### src/rtl/pipe_ctrl_pkg.sv
// Shared definitions for the pipeline stall/flush sequencer: FSM encodings and
// the control-output bundle consumed by the ID-stage control-zeroing mux.
package pipe_ctrl_pkg;

  typedef enum logic [1:0] {
    RUN        = 2'd0,
    LOAD_STALL = 2'd1,
    MEM_WAIT   = 2'd2
  } state_e;

  localparam int unsigned ZERO_REG = 0;

  // Field order here is the bit order the ID control-zeroing mux expects.
  typedef struct packed {
    logic pc_write;
    logic ifid_write;
    logic ifid_flush;
    logic flush_signal;
    logic exmem_hold;
  } ctrl_t;

  localparam ctrl_t CTRL_RUN    = '{pc_write: 1'b1, ifid_write: 1'b1, ifid_flush: 1'b0, flush_signal: 1'b0, exmem_hold: 1'b0};
  localparam ctrl_t CTRL_FREEZE = '{pc_write: 1'b0, ifid_write: 1'b0, ifid_flush: 1'b0, flush_signal: 1'b0, exmem_hold: 1'b1};
  localparam ctrl_t CTRL_BRANCH = '{pc_write: 1'b1, ifid_write: 1'b0, ifid_flush: 1'b1, flush_signal: 1'b1, exmem_hold: 1'b0};
  localparam ctrl_t CTRL_BUBBLE = '{pc_write: 1'b0, ifid_write: 1'b0, ifid_flush: 1'b0, flush_signal: 1'b1, exmem_hold: 1'b0};
  localparam ctrl_t CTRL_JUMP   = '{pc_write: 1'b1, ifid_write: 1'b0, ifid_flush: 1'b1, flush_signal: 1'b0, exmem_hold: 1'b0};
  localparam ctrl_t CTRL_RESET  = '{pc_write: 1'b0, ifid_write: 1'b0, ifid_flush: 1'b1, flush_signal: 1'b1, exmem_hold: 1'b0};

endpackage

### src/rtl/pipeline_hazard_ctrl_sat_counter.sv
// Saturating up-counter with asynchronous reset; used for the stall and
// flush statistics.
module sat_counter #(
  parameter int W = 16
) (
  input  logic         clk,
  input  logic         rst,
  input  logic         inc,
  output logic [W-1:0] count
);

  logic [W-1:0] count_q;
  logic [W-1:0] count_d;

  always_comb begin
    count_d = count_q;
    if (inc && (count_q != {W{1'b1}})) begin
      count_d = count_q + 1'b1;
    end
  end

  always_ff @(posedge clk or posedge rst) begin
    if (rst) begin
      count_q <= '0;
    end else begin
      count_q <= count_d;
    end
  end

  assign count = count_q;

endmodule

### src/rtl/pipeline_hazard_ctrl.sv
// Stall/flush sequencer for the 5-stage pipeline: load-use bubbles, branch and
// jump squashes, data-memory wait freezes, plus statistics and timeout flag.
module pipeline_hazard_ctrl
  import pipe_ctrl_pkg::*;
#(
  parameter int REG_W             = 5,
  parameter int LOAD_STALL_CYCLES = 1,
  parameter int CNT_W             = 16,
  parameter int TIMEOUT           = 255
) (
  input  logic             clk,
  input  logic             rst,
  input  logic             idex_mem_read,
  input  logic [REG_W-1:0] idex_rt,
  input  logic [REG_W-1:0] ifid_rs,
  input  logic [REG_W-1:0] ifid_rt,
  input  logic             ifid_uses_rt,
  input  logic             id_jump,
  input  logic             ex_branch_taken,
  input  logic             dmem_req,
  input  logic             dmem_ready,
  output logic             pc_write,
  output logic             ifid_write,
  output logic             ifid_flush,
  output logic             flush_signal,
  output logic             exmem_hold,
  output logic [CNT_W-1:0] stall_count,
  output logic [CNT_W-1:0] flush_count,
  output logic             mem_timeout,
  output logic [1:0]       state
);

  localparam int WAIT_W = $clog2(TIMEOUT + 1);
  localparam int DCNT_W = $clog2(LOAD_STALL_CYCLES + 1);

  state_e            state_q, state_d;
  logic [WAIT_W-1:0] wait_cnt_q, wait_cnt_d;
  logic [DCNT_W-1:0] dcnt_q, dcnt_d;
  logic              mem_timeout_q, mem_timeout_d;
  ctrl_t             ctrl;
  ctrl_t             ctrl_out;
  logic              stall_inc;
  logic              flush_inc;
  logic              hz;
  logic              mem_stall;
  logic              run_rules;

  assign hz = idex_mem_read && (idex_rt != REG_W'(ZERO_REG)) &&
              ((idex_rt == ifid_rs) || (ifid_uses_rt && (idex_rt == ifid_rt)));
  assign mem_stall = dmem_req && !dmem_ready;

  always_comb begin
    state_d       = state_q;
    wait_cnt_d    = wait_cnt_q;
    dcnt_d        = dcnt_q;
    ctrl          = CTRL_RUN;
    stall_inc     = 1'b0;
    flush_inc     = 1'b0;
    run_rules     = 1'b0;

    case (state_q)
      RUN: begin
        if (mem_stall) begin
          ctrl       = CTRL_FREEZE;
          state_d    = MEM_WAIT;
          wait_cnt_d = WAIT_W'(1);
        end else begin
          run_rules = 1'b1;
        end
      end
      LOAD_STALL: begin
        // EX holds a bubble here, so a branch-taken indication is stale.
        if (mem_stall) begin
          ctrl = CTRL_FREEZE;
        end else begin
          ctrl      = CTRL_BUBBLE;
          stall_inc = 1'b1;
          dcnt_d    = dcnt_q - 1'b1;
          if (dcnt_q <= DCNT_W'(1)) begin
            state_d = RUN;
          end
        end
      end
      MEM_WAIT: begin
        if (!dmem_ready) begin
          ctrl = CTRL_FREEZE;
          if (wait_cnt_q != WAIT_W'(TIMEOUT)) begin
            wait_cnt_d = wait_cnt_q + 1'b1;
          end
        end else begin
          run_rules = 1'b1;
        end
      end
      default: begin
        ctrl    = CTRL_FREEZE;
        state_d = RUN;
      end
    endcase

    if (run_rules) begin
      state_d = RUN;
      if (ex_branch_taken) begin
        ctrl      = CTRL_BRANCH;
        flush_inc = 1'b1;
      end else if (hz) begin
        ctrl      = CTRL_BUBBLE;
        stall_inc = 1'b1;
        if (LOAD_STALL_CYCLES > 1) begin
          state_d = LOAD_STALL;
          dcnt_d  = DCNT_W'(LOAD_STALL_CYCLES - 1);
        end
      end else if (id_jump) begin
        ctrl      = CTRL_JUMP;
        flush_inc = 1'b1;
      end
    end

    mem_timeout_d = mem_timeout_q ||
                    ((state_d == MEM_WAIT) && (wait_cnt_d == WAIT_W'(TIMEOUT)));

    ctrl_out = rst ? CTRL_RESET : ctrl;
  end

  always_ff @(posedge clk or posedge rst) begin
    if (rst) begin
      state_q       <= RUN;
      wait_cnt_q    <= '0;
      dcnt_q        <= '0;
      mem_timeout_q <= 1'b0;
    end else begin
      state_q       <= state_d;
      wait_cnt_q    <= wait_cnt_d;
      dcnt_q        <= dcnt_d;
      mem_timeout_q <= mem_timeout_d;
    end
  end

  sat_counter #(.W(CNT_W)) u_stall_cnt (
    .clk   (clk),
    .rst   (rst),
    .inc   (stall_inc),
    .count (stall_count)
  );

  sat_counter #(.W(CNT_W)) u_flush_cnt (
    .clk   (clk),
    .rst   (rst),
    .inc   (flush_inc),
    .count (flush_count)
  );

  assign pc_write     = ctrl_out.pc_write;
  assign ifid_write   = ctrl_out.ifid_write;
  assign ifid_flush   = ctrl_out.ifid_flush;
  assign flush_signal = ctrl_out.flush_signal;
  assign exmem_hold   = ctrl_out.exmem_hold;
  assign mem_timeout  = mem_timeout_q;
  assign state        = state_q;

endmodule

### config.mk
export PLATFORM = sky130hd
export DESIGN_NAME = pipeline_hazard_ctrl
export DESIGN_NICKNAME = d
export VERILOG_FILES = /design/src/rtl/pipe_ctrl_pkg.sv /design/src/rtl/pipeline_hazard_ctrl_sat_counter.sv /design/src/rtl/pipeline_hazard_ctrl.sv
export SDC_FILE = /design/constraint.sdc
export NUM_CORES = 1
export LEC_CHECK = 0
export CAP_MARGIN = 20
export CORE_ASPECT_RATIO = 1.4
export CORE_MARGIN = 5
export CORE_UTILIZATION = 35
export DETAILED_ROUTE_END_ITERATION = 10
export PLACE_DENSITY = 0.7
export SYNTH_ARGS = -nofsm -noshare
export SYNTH_HDL_FRONTEND = slang
export SYNTH_SLANG_ARGS = --single-unit
export TNS_END_PERCENT = 10
### constraint.sdc
create_clock -name clk -period 5.16 [get_ports clk]
set_input_delay 1.032 -clock clk [delete_from_list [all_inputs] [get_ports clk]]
set_output_delay 1.032 -clock clk [all_outputs]
set_load 0.05 [all_outputs]
==> metrics <==
GRT Total Usage=0.139; fraction of layout cells with a size suffix above 1=0.0714; maxcap violations=0; io pins=63; Num CTS Buffers=5; gpl congestion=0.824; post-synthesis async set-or-reset flop share=1.00; period utilization=0.893; CP Data Arrival Time=3.57 ns; most common cell after layout, fill and taps aside=clkdlybuf4s50_1; vias in the first global route=approximately 2000; vias post-DR=roughly 2000; Vias/cell=between 5 and 6; Cells after DPL=360; DRC viols=0; gr ovfl total=0; post-CTS setup buffers=0; Critical Path End Type=primary output; Core Area=roughly 6600 µm²; Slew headroom=0.621; CP startpoint=idex_rt[1]; leakage=1.27 nW; non-filler cells, final=between 300 and 400; first-pass GRT wire length=between 9000 and 10000 µm; PortBufs=between 60 and 70; CTS sink count=43; row cnt=35; H-tree levels=2; Cell Pwr Density=309 nW/µm²; Nets=about 320; area grow syn2layout=32.3%; Initial Utilization=0.358; overall power=~960 µW; CTS clk-pin slew, worst paths=0.08 ns; largest net degree at the start of global routing=44; Fin. Hold Viols=0; Max Fclk=between 0.2 and 0.25 GHz; Worst Setup EP=ifid_write; Fillers=642; CP Class=input pin to primary output; Worst Min Path Start=mem_timeout; clock latency on the worst-skew pair=~0.29 ns; DPL Wire Length=4210 µm; reg2reg end=u_flush_cnt.count[1]; most frequent cells in the layout=clkdlybuf4s50_1 (62), dfrtp_1 (43), xnor2_1 (37), nand2_1 (21); R2R Setup Slk=roughly 3.0 ns; routed wire length=around 5600 µm; synth unique cells=between 40 and 50; hold-fix buffers at CTS=0; Final Setup Violations=0; number of flops mapped to enable cells by yosys=0; Finished Core Util=0.474; Worst Tran Pin Value=approximately 0.56 ns; crit path time final=approximately 4.6 ns; # resized after CTS=0; initial antenna violation count=0; sequential share of the synthesized area=0.457; drt initial violations=111; syn_nets=257; full die area=approximately 8500 µm²; RSZ-0062 raised after global routing=no; drt pass-1 iters=4; Seq cells post-synth=43; CP max FO=3; run status=finished, final reports clean; Vert. Die Dim=107 µm; dominant synthesized flop cell=dfrtp_1; Synth Area per Inst=10.2 µm²; maximum vdd drop=about 0.00024 V; synth warn=0; final setup TNS=0 ns; Worst Skew=a little over 0.007 ns; number of diodes=0; Slew Viols, Final=0; die outline width=between 70 and 80 µm; CTS tree=yes; Worst EP required=roughly 4.1 ns; Cell Area, Synth=approximately 2400 µm²; clk root buf=clkbuf_8; post-route ant nets=0; Critical Path Source Type=input pin; worst r2r src=u_flush_cnt.count[4]; Bufs on Longest Clock Path=2; HP Class=flip-flop to flip-flop; count of mapped cells out of synthesis=231; R2R cell count=6; drt wl/cell=roughly 15 µm
## registers in the layout (all words and copies together) (netlist names)
register,cells
mem_timeout,1
state,2
u_flush_cnt.count,16
u_stall_cnt.count,16
wait_cnt_q,8
## worst max-delay path: stages
cell and delay (ns):
clkdlybuf4s50_1 0.48, or4_4 0.57, o21ai_4 0.20, nor2_1 0.09
nor2_1 0.11, nor4b_1 0.24, clkdlybuf4s50_1 0.86
## worst min path at each step
stage | cells past startpoint | slack (ns) | to
after CTS | 1 | 0.50 | mem_timeout
after detailed placement | 1 | 0.48 | mem_timeout
after global placement | 1 | 0.46 | mem_timeout
after global routing | 1 | 0.52 | mem_timeout
after floorplan | 2 | 0.51 | wait_cnt_q[6]
final | 1 | 0.49 | mem_timeout
## kinds of logic after synthesis
kind of cell             share of synthesized area
AND/OR/NAND/NOR                              0.232
flip-flops                                   0.457
XOR/XNOR                                     0.152
AO/OA/AOI/OAI                                0.101
buffers and inverters                       0.0271
multiplexers                                0.0138
adder cells (fa/ha/maj)                     0.0159
## routing by layer
metal | wire, µm | share of wire | up-vias | global-route usage
li1 | - | - | 941 | -
met4 | 91 | 0.016 | 0 | 0.0516
met1 | 2380 | 0.42 | 959 | 0.167
met5 | 0 | 0 | - | 0
met3 | 293 | 0.052 | 7 | 0.0269
met2 | 2850 | 0.51 | 66 | 0.243
## synth_stat cells, drive strengths merged (6+ instances only)
master   n  share of area
o21ai    9          0.026
xnor2   37           0.14
and4     6          0.024
nand4   10          0.027
clkbuf   6         0.0096
dfrtp   43           0.46
nor2    16          0.026
and3     8          0.021
nand2   21          0.033
nand3   16          0.034
nor3     7          0.015
## per-stage QoR
stage	worst slack [ns]	hold WS (ns)	cell area (µm²)
final	0.554	0.491	3120
after global placement	0.590	0.465	3030
after detailed placement	0.579	0.484	3030
after global routing	0.377	0.517	3120
after floorplan	0.596	0.509	2350
after CTS	0.564	0.503	3120
## layout make-up
type	instances	area [µm²]	area share
Multi-Input combinational cell	175	1210	0.390
Sequential cell	43	1080	0.345
Timing Repair Buffer	63	628	0.202
Tap cell	74	92.6	0.0297
Clock buffer	6	72.6	0.0233
Inverter	5	18.8	0.00602
Clock inverter	2	12.5	0.00402
## power breakdown
| group | leakage [nW] | switching [mW] | total [mW] | internal, mW |
|---|---|---|---|---|
| sequential | 0.581 | 0.0507 | 0.425 | 0.374 |
| combinational | 0.648 | 0.204 | 0.327 | 0.123 |
| clock | 0.0412 | 0.116 | 0.210 | 0.0947 |
Note: power is estimated with default switching activity, not from simulation.
